## src/rtl/lstm_pkg.sv

```systemverilog
// Shared definitions for the LSTM state stack: default sizes, FSM encoding
// and the field layout of one packed timestep entry.
package lstm_pkg;

    localparam int WIDTH  = 32;
    localparam int FRAC   = 24;
    localparam int DEPTH  = 8;
    localparam int ADDR   = 3;
    localparam int NFIELD = 6;

    typedef enum logic {
        FILL  = 1'b0,
        DRAIN = 1'b1
    } state_t;

    // Entry word is {a,i,f,o,c,h}; a occupies the most significant slice.
    localparam int FLD_A = 5;
    localparam int FLD_I = 4;
    localparam int FLD_F = 3;
    localparam int FLD_O = 2;
    localparam int FLD_C = 1;
    localparam int FLD_H = 0;

    function automatic int fld_lsb(input int fld, input int w);
        return fld * w;
    endfunction

endpackage

```

## src/rtl/lstm_stack_mem.sv

```systemverilog
// Timestep register file: one write port, one full-entry read port and one
// c-only read port, both combinational.
module lstm_stack_mem
    import lstm_pkg::*;
#(
    parameter int WIDTH = lstm_pkg::WIDTH,
    parameter int DEPTH = lstm_pkg::DEPTH,
    parameter int ADDR  = lstm_pkg::ADDR
) (
    input  logic                     clk,
    input  logic                     we,
    input  logic [ADDR-1:0]          waddr,
    input  logic [NFIELD*WIDTH-1:0]  wdata,
    input  logic [ADDR-1:0]          raddr_top,
    output logic [NFIELD*WIDTH-1:0]  rdata_top,
    input  logic [ADDR-1:0]          raddr_below,
    output logic [WIDTH-1:0]         c_below
);

    logic [NFIELD*WIDTH-1:0] mem_r [DEPTH];

    // Storage is deliberately not reset; a flush only moves the pointer.
    always_ff @(posedge clk) begin
        if (we) begin
            mem_r[waddr] <= wdata;
        end
    end

    assign rdata_top = mem_r[raddr_top];
    assign c_below   = mem_r[raddr_below][fld_lsb(FLD_C, WIDTH) +: WIDTH];

endmodule

```

## src/rtl/lstm_state_stack.sv

```systemverilog
// LIFO store of per-timestep LSTM gate/state values; replays entries newest
// first together with the previous timestep's cell state.
module lstm_state_stack
    import lstm_pkg::*;
#(
    parameter int WIDTH = lstm_pkg::WIDTH,
    parameter int DEPTH = lstm_pkg::DEPTH,
    parameter int ADDR  = lstm_pkg::ADDR
) (
    input  logic              clk,
    input  logic              rst,
    input  logic              i_clear,
    input  logic              i_push,
    input  logic [WIDTH-1:0]  i_a,
    input  logic [WIDTH-1:0]  i_i,
    input  logic [WIDTH-1:0]  i_f,
    input  logic [WIDTH-1:0]  i_o,
    input  logic [WIDTH-1:0]  i_c,
    input  logic [WIDTH-1:0]  i_h,
    input  logic              i_pop,
    output logic              o_valid,
    output logic [WIDTH-1:0]  o_a,
    output logic [WIDTH-1:0]  o_i,
    output logic [WIDTH-1:0]  o_f,
    output logic [WIDTH-1:0]  o_o,
    output logic [WIDTH-1:0]  o_c,
    output logic [WIDTH-1:0]  o_h,
    output logic [WIDTH-1:0]  o_c_prev,
    output logic [ADDR-1:0]   o_t,
    output logic [ADDR:0]     o_count,
    output logic              o_empty,
    output logic              o_full,
    output logic              o_err
);

    state_t                  state_r;
    state_t                  state_nxt_s;
    logic [ADDR:0]           count_r;
    logic [ADDR:0]           count_nxt_s;
    logic                    empty_s;
    logic                    full_s;
    logic                    push_ok_s;
    logic                    pop_ok_s;
    logic                    err_evt_s;
    logic [ADDR-1:0]         top_idx_s;
    logic [ADDR-1:0]         below_idx_s;
    logic [NFIELD*WIDTH-1:0] wdata_s;
    logic [NFIELD*WIDTH-1:0] top_s;
    logic [WIDTH-1:0]        c_below_s;
    logic [WIDTH-1:0]        c_prev_s;

    assign empty_s     = (count_r == (ADDR+1)'(0));
    assign full_s      = (count_r == (ADDR+1)'(DEPTH));
    assign top_idx_s   = ADDR'(count_r - (ADDR+1)'(1));
    assign below_idx_s = ADDR'(count_r - (ADDR+1)'(2));
    assign wdata_s     = {i_a, i_i, i_f, i_o, i_c, i_h};
    assign c_prev_s    = (count_r >= (ADDR+1)'(2)) ? c_below_s : {WIDTH{1'b0}};
    assign o_count     = count_r;

    lstm_stack_mem #(
        .WIDTH (WIDTH),
        .DEPTH (DEPTH),
        .ADDR  (ADDR)
    ) u_mem (
        .clk         (clk),
        .we          (push_ok_s && !i_clear),
        .waddr       (count_r[ADDR-1:0]),
        .wdata       (wdata_s),
        .raddr_top   (top_idx_s),
        .rdata_top   (top_s),
        .raddr_below (below_idx_s),
        .c_below     (c_below_s)
    );

    // Request arbitration: simultaneous push+pop and any illegal request is an error.
    always_comb begin
        push_ok_s = 1'b0;
        pop_ok_s  = 1'b0;
        err_evt_s = 1'b0;
        if (i_push && i_pop) begin
            err_evt_s = 1'b1;
        end else if (i_push) begin
            if (state_r == FILL && !full_s) begin
                push_ok_s = 1'b1;
            end else begin
                err_evt_s = 1'b1;
            end
        end else if (i_pop) begin
            if (!empty_s) begin
                pop_ok_s = 1'b1;
            end else begin
                err_evt_s = 1'b1;
            end
        end else begin
            err_evt_s = 1'b0;
        end
    end

    // Next count and FSM state; the last pop drops straight back to FILL.
    always_comb begin
        count_nxt_s = count_r;
        state_nxt_s = state_r;
        if (push_ok_s) begin
            count_nxt_s = count_r + (ADDR+1)'(1);
        end else if (pop_ok_s) begin
            count_nxt_s = count_r - (ADDR+1)'(1);
            if (count_r == (ADDR+1)'(1)) begin
                state_nxt_s = FILL;
            end else begin
                state_nxt_s = DRAIN;
            end
        end else begin
            count_nxt_s = count_r;
        end
    end

    // Control state, status flags and sticky error.
    always_ff @(posedge clk or posedge rst) begin
        if (rst) begin
            state_r <= FILL;
            count_r <= '0;
            o_empty <= 1'b1;
            o_full  <= 1'b0;
            o_err   <= 1'b0;
            o_valid <= 1'b0;
        end else if (i_clear) begin
            state_r <= FILL;
            count_r <= '0;
            o_empty <= 1'b1;
            o_full  <= 1'b0;
            o_err   <= 1'b0;
            o_valid <= 1'b0;
        end else begin
            state_r <= state_nxt_s;
            count_r <= count_nxt_s;
            o_empty <= (count_nxt_s == (ADDR+1)'(0));
            o_full  <= (count_nxt_s == (ADDR+1)'(DEPTH));
            o_valid <= pop_ok_s;
            if (err_evt_s) begin
                o_err <= 1'b1;
            end
        end
    end

    // Popped data registers hold until the next accepted pop.
    always_ff @(posedge clk or posedge rst) begin
        if (rst) begin
            o_a      <= '0;
            o_i      <= '0;
            o_f      <= '0;
            o_o      <= '0;
            o_c      <= '0;
            o_h      <= '0;
            o_c_prev <= '0;
            o_t      <= '0;
        end else if (pop_ok_s && !i_clear) begin
            o_a      <= top_s[fld_lsb(FLD_A, WIDTH) +: WIDTH];
            o_i      <= top_s[fld_lsb(FLD_I, WIDTH) +: WIDTH];
            o_f      <= top_s[fld_lsb(FLD_F, WIDTH) +: WIDTH];
            o_o      <= top_s[fld_lsb(FLD_O, WIDTH) +: WIDTH];
            o_c      <= top_s[fld_lsb(FLD_C, WIDTH) +: WIDTH];
            o_h      <= top_s[fld_lsb(FLD_H, WIDTH) +: WIDTH];
            o_c_prev <= c_prev_s;
            o_t      <= top_idx_s;
        end
    end

endmodule

```

## config.mk

```make
export PLATFORM = sky130hd
export DESIGN_NAME = lstm_state_stack
export DESIGN_NICKNAME = d
export VERILOG_FILES = /design/src/rtl/lstm_pkg.sv /design/src/rtl/lstm_stack_mem.sv /design/src/rtl/lstm_state_stack.sv
export SDC_FILE = /design/constraint.sdc
export NUM_CORES = 2
export LEC_CHECK = 0
export BUFFER_PORTS_ARGS = -buffer_cell sky130_fd_sc_hd__buf_2
export CORE_ASPECT_RATIO = 1.75
export CORE_MARGIN = 5
export CORE_UTILIZATION = 48
export CTS_BUF_LIST = sky130_fd_sc_hd__clkbuf_16
export CTS_CLUSTER_DIAMETER = 100
export DETAILED_ROUTE_END_ITERATION = 6
export GPL_TIMING_DRIVEN = 0
export PLACE_DENSITY = 0.64
export SYNTH_ARGS = -nofsm -noshare
export SYNTH_HDL_FRONTEND = slang
export SYNTH_HIERARCHICAL = 1
export SYNTH_SLANG_ARGS = --single-unit
```

## constraint.sdc

```tcl
create_clock -name clk -period 16.9 [get_ports clk]
set_input_delay 0.845 -clock clk [delete_from_list [all_inputs] [get_ports clk]]
set_output_delay 0.845 -clock clk [all_outputs]
set_load 0.02 [all_outputs]
```

# Word-level counts from Yosys, hierarchy flattened
# Memory sizes are Yosys's and may differ from the RTL's. A register that Yosys moved wholly into a read port is not among the register bits.
# Cells that the tools add are included.
[op_classes]
n_addsub = 3
multipliers = 0
n_div = 0
order_cmp = 1
n_eq_ne = 4
shifts = 0
muxes = 27
bitwise = 1
n_reduce_logical = 11
[ops]
columns = ["cell", "n"]
rows = [
  ["2-to-1 mux 32 bit", 1],
  ["2-to-1 mux 1 bit", 23],
  ["2-to-1 mux 4 bit", 3],
  ["equality test 4 bit (second input constant)", 2],
  ["zero test 4 bit", 2],
  ["adder 4 x 1 -> 4 bit (second input constant)", 1],
  ["equality test 4 x 1 -> 1 bit (second input constant)", 1],
  ["greater-or-equal comparator 4 x 2 -> 1 bit (second input constant)", 1],
  ["logical AND 1 bit", 4],
  ["nonzero test 2 bit", 2],
  ["subtractor 4 x 1 -> 4 bit (second input constant)", 1],
  ["subtractor 3 x 2 -> 3 bit (second input constant)", 1],
  ["zero test 1 bit", 2],
  ["inequality test 2 bit (second input constant)", 1],
  ["AND reduction 2 bit", 1],
  ["inverter 1 bit", 1],
]
[word_totals]
regBits = 44
latchBits = 0
mem_bits_rw = 1536
romBits = 0
out_inout_bits = 235
n_memories = 1
[mem_list]
columns = ["name", "depth", "word_bits", "rd", "rd_clocked_by_memory_dff", "write_ports", "line", "source"]
rows = [
  ["u_mem.mem_r", 8, 192, 2, 1, 1, "lstm_stack_mem.sv:20", "logic [NFIELD*WIDTH-1:0] mem_r [DEPTH];"],
]

# Depth between registers and ports, before layout
[logic_depth]
ltp_word = 9
depth_mapped = 10
depth_no_buf = 7

# By module
# Netlist, hierarchy kept.
[modules_own_cells]
columns = ["module", "instances", "cells_each", "area_each_um2", "seq_area_each_um2"]
rows = [
  ["lstm_stack_mem", 1, 2346, 60515.5, 46124.2],
  ["lstm_state_stack", 1, 1029, 9282.7, 5906.9],
]

# Worst setup path after synthesis
# OpenSTA, ideal clock, no wires.
[synth_timing]
path_type = "register -> register"
from = "register count_r[1], in the netlist o_count[1]"
to = "memory u_mem/mem_r[4][0] (netlist bit) (enable)"
setup_ns = 0.979
t_arrival_ns = 14.941
required_ns = 15.921
setup_slack_ns = 0.980
path_stages_with_launch = 8
path_buffers = 0
path_cell_list = "dfrtp_1 inv_1 ha_1 and3b_1 or4b_4 nor2_1 nand2_1 nor3_1"
[synth_via]
elab_chain_len = 9
[synth_rtl]
columns = ["element", "line", "source"]
rows = [
  ["from (decl)", "lstm_state_stack.sv:38", "logic [ADDR:0] count_r;"],
  ["from (signal assigned)", "lstm_state_stack.sv:135", "count_r <= count_nxt_s;"],
  ["equality test 4 bit", "lstm_state_stack.sv:53", "assign full_s = (count_r == (ADDR+1)'(DEPTH));"],
  ["zero test 1 bit", "lstm_state_stack.sv:83", "if (state_r == FILL && !full_s) begin"],
  ["logical AND 1 bit", "lstm_state_stack.sv:83", ""],
  ["2-to-1 mux 1 bit", "lstm_state_stack.sv:83", ""],
  ["2-to-1 mux 1 bit", "lstm_state_stack.sv:82", "end else if (i_push) begin"],
  ["2-to-1 mux 1 bit", "lstm_state_stack.sv:80", "if (i_push && i_pop) begin"],
  ["logical AND 1 bit", "lstm_state_stack.sv:66", ".we (push_ok_s && !i_clear),"],
  ["2-to-1 mux 1 bit", "lstm_stack_mem.sv:24", "if (we) begin"],
  ["2-to-1 mux 1 bit (not written as such)", "lstm_stack_mem.sv:25", "mem_r[waddr] <= wdata;"],
  ["to (decl)", "lstm_stack_mem.sv:20", ""],
]
# Parallel ways exist; a longest one is shown, timed or not.

# Worst setup path in the final report
[layout_timing]
from = "register count_r[0], in the netlist o_count[0]"
to = "memory u_mem/mem_r[0][110] (netlist bit) (enable)"
# Same word-level chain as after synthesis.

==> out/metrics.cfg <==
[status]
status = finished, final reports clean

[global_route]
gr-total-overflow = 0
grt_pass1_wl_um = 249000
grt_pass1_vias = 36300
antenna_found_initial = 62
grt_start_max_net_pins = 87
track_usage = 0.222

[critical_path]
r2r-start = o_count[0]$_DFF_PP0_
critPathLaunch = o_count[0]$_DFF_PP0_
worstSetupEndpointType = register
cp-start-kind = register
cp.arrival_ns = 5.61
crit_required_ns = 17.38
cp_max_fo = 16
reg2reg_depth = 15
path_class = reg -> reg

[routing]
totalWireLength_um = 170000
drtAntennaViolNets = 0
wl_per_cell_um = 27.9
viasPerCell = 5.71
vias = 34900
drc_errors = 0
drtIter0Drc = 2346
first_pass_iters = 5

[floorplan]
core_area_um2 = 145000
row_count = 185
io-pin-count = 432
die_y_um = 514
die-area_um2 = 153000
die_w_um = 298
start_util = 0.482

[yosys]
netlist_area_um2 = 69800
syn_avg_cell_area_um2 = 20.7
synth_cell_type_count = 41
seq_area_frac_synth = 0.745
postSynthCellCount = 3375
synth.yosys.warnings = 6
synth_fp_nets = 3580
ys_seq_elements = 1772

[power_and_ir_drop]
p_leak_nw = 29.8
power_density_nw_per_um2 = 136
ir_worst_vdd_mv = 0.114

[timing]
worst_pin_slew_ns = 1.21
fin_crit_sh = 0.303
slew_violations = 0
setup_viol = 0
setup_tns_ns = 0
max-slew-margin-rel = 0.194
finClkSkew_ns = 0.0224
fmax_mhz = 195
finalCriticalPeriod_ns = 5.13
rsz0062_at_grt = false
hold_viol = 0

[clock_tree]
cts_tree = done
cts_root_buf = clkbuf_16
clock_path_buffers = 3
clk-insertion-delay-late_ns = 0.79
clkSlewWorstSetupHoldPaths_ns = 0.06
post_cts_buffers = 0
numCtsBuffers = 157
hold_buffers = 0
cts_resized = 0
htreeDepth = 4
clock_sinks = 1772

[placement]
port_buffers = 430
hpwl_um = 116000
finalWeightedCongestion = 0.769
numPlacedInstances = 5786

[finish]
drive_above_1_share = 0.309
fin_cells = 6109
syn_to_final_growth_pct = 16.4
nets = 4280

[min_path]
hold_path.class = in -> async

[run]
cap_violations = 0

state kept, by name (all words and copies together) (netlist names):
name,cells
u_mem/mem_r,1536
o_a,32
o_c,32
o_c_prev,32
o_f,32
o_h,32
o_i,32
o_o,32
o_count,4
o_t,3
o_empty,1
o_err,1
o_full,1
o_valid,1
state_r,1
per-stage QoR:
step	cell area, µm²	worst slack [ns]	util	hold slack [ns]	power, mW
floorplan	69800	0.980	-	0.574	6.81
global placement	74300	-15.19	0.513	0.446	7.72
detailed placement	76200	11.87	0.526	0.451	7.73
CTS	81200	11.83	0.560	0.0949	11.2
global route	81200	11.63	0.560	0.149	11.5
finish	81300	11.77	0.561	0.139	11.1
logic make-up (layout without fill, tap and decap cells):
group	count (synthesis)	count (layout)	share of synthesized area
mux	672	672	0.194
compound gates	15	15	0.00195
xor+xnor	4	4	0.000502
fa+ha+maj	8	8	0.00143
buf+inv	190	1024	0.0170
other cells	0	30	0
simple gates	714	714	0.0399
flops	1772	1772	0.745
final timing paths:
| path | to | slack (ns) |
|---|---|---|
| worst max-delay path | u_mem/mem_r[0][110]$_DFFE_PP_ | 11.77 |
| worst min-delay path | o_c_prev[14]$_DFFE_PP0P_ | 0.14 |
| worst max register to register | u_mem/mem_r[0][110]$_DFFE_PP_ | 11.77 |
| worst min register to register | o_c_prev[19]$_DFFE_PP0P_ | 0.46 |
| max in group asynchronous | o_f[7]$_DFFE_PP0P_ | 15.75 |
| min in group clk | u_mem/mem_r[5][144]$_DFFE_PP_ | 0.32 |
critical path, stage by stage (launching register included):
cell and delay (ns):
dfrtp_1 0.73, inv_1 0.31, ha_1 0.36, and3b_1 0.24
or4b_4 0.53, nor2_1 0.16, nand2b_1 0.24, nor3_2 0.68
buf_8 0.25, buf_6 0.19, buf_6 0.19, buf_6 0.19
buf_6 0.19, buf_6 0.17, buf_6 0.17, buf_6 0.17
synth_stat cells:
cell,n,area (µm²)
a211o_1,1,8.76
a211oi_1,2,15.0
a211oi_2,1,12.5
a211oi_4,1,20.0
a21boi_0,1,7.51
a21oi_1,2,10.0
a221oi_2,1,15.0
a311oi_1,1,8.76
a32o_2,1,11.3
and2_1,2,12.5
and3b_1,1,8.76
and4_1,1,8.76
buf_1,24,90.1
buf_2,31,155
buf_4,6,45.0
buf_6,49,552
buf_8,4,60.1
clkbuf_1,66,248
dfrtp_1,235,5880
dfstp_2,1,26.3
edfxtp_1,1536,46100
ha_1,8,100
inv_1,9,33.8
inv_2,1,3.75
mux2_2,224,2520
mux4_1,243,6380
mux4_2,205,4620
nand2_1,649,2440
nand2_2,1,6.26
nand2b_1,3,18.8
nand3_1,32,160
nand3b_1,1,7.51
nor2_1,17,63.8
nor3_1,4,20.0
nor4_2,1,12.5
nor4b_2,1,15.0
o21ai_0,3,15.0
o31ai_2,1,12.5
or4b_4,1,13.8
xnor2_1,2,17.5
xor2_1,2,17.5
layout by cell type, fill, tap and decap left out, types with 3 or more instances in the layout:
cell type,netlist,final
mux4_2,205,205
mux4_1,243,243
clkinv_2,0,24
nor2_1,17,11
buf_8,4,10
clkbuf_1,66,65
buf_2,31,461
nand2_1,649,649
bufinv_16,0,11
buf_1,24,24
ha_1,8,8
dfrtp_1,235,235
diode_2,0,30
clkinv_1,0,39
edfxtp_1,1536,1536
inv_6,0,8
buf_16,0,11
clkinvlp_4,0,5
buf_12,0,48
clkinv_8,0,4
clkbuf_16,0,159
nand2b_1,3,3
mux2_2,224,224
nand3_1,32,32
inv_1,9,44
nor2_4,0,6
buf_6,49,93
o21ai_0,3,3
inv_16,0,3
buf_4,6,8
layer usage:
layer,track usage,up-vias,wire length (µm)
li1,-,15100,-
met4,0.0551,50,3620
met2,0.385,1061,87500
met3,0.0605,268,13000
met5,0,-,285
met1,0.279,18400,66000
layout make-up:
cell class | instances | area, µm²
Fill cell | 11000 | 63600
Sequential cell | 1772 | 52000
Multi-Input combinational cell | 1413 | 16600
Timing Repair Buffer | 541 | 4020
Clock buffer | 159 | 3980
Tap cell | 1870 | 2340
Buffer | 180 | 1150
Clock inverter | 134 | 992
Antenna cell | 30 | 75.1
Inverter | 10 | 45.0
power breakdown:
part,switching (mW),leakage [nW],internal [mW]
Clock,1.58,2.57,1.89
Sequential,0.174,16.8,5.07
Combinational,1.41,10.5,0.953
Total,3.16,29.8,7.91
Note: power is estimated with default switching activity, not from simulation.
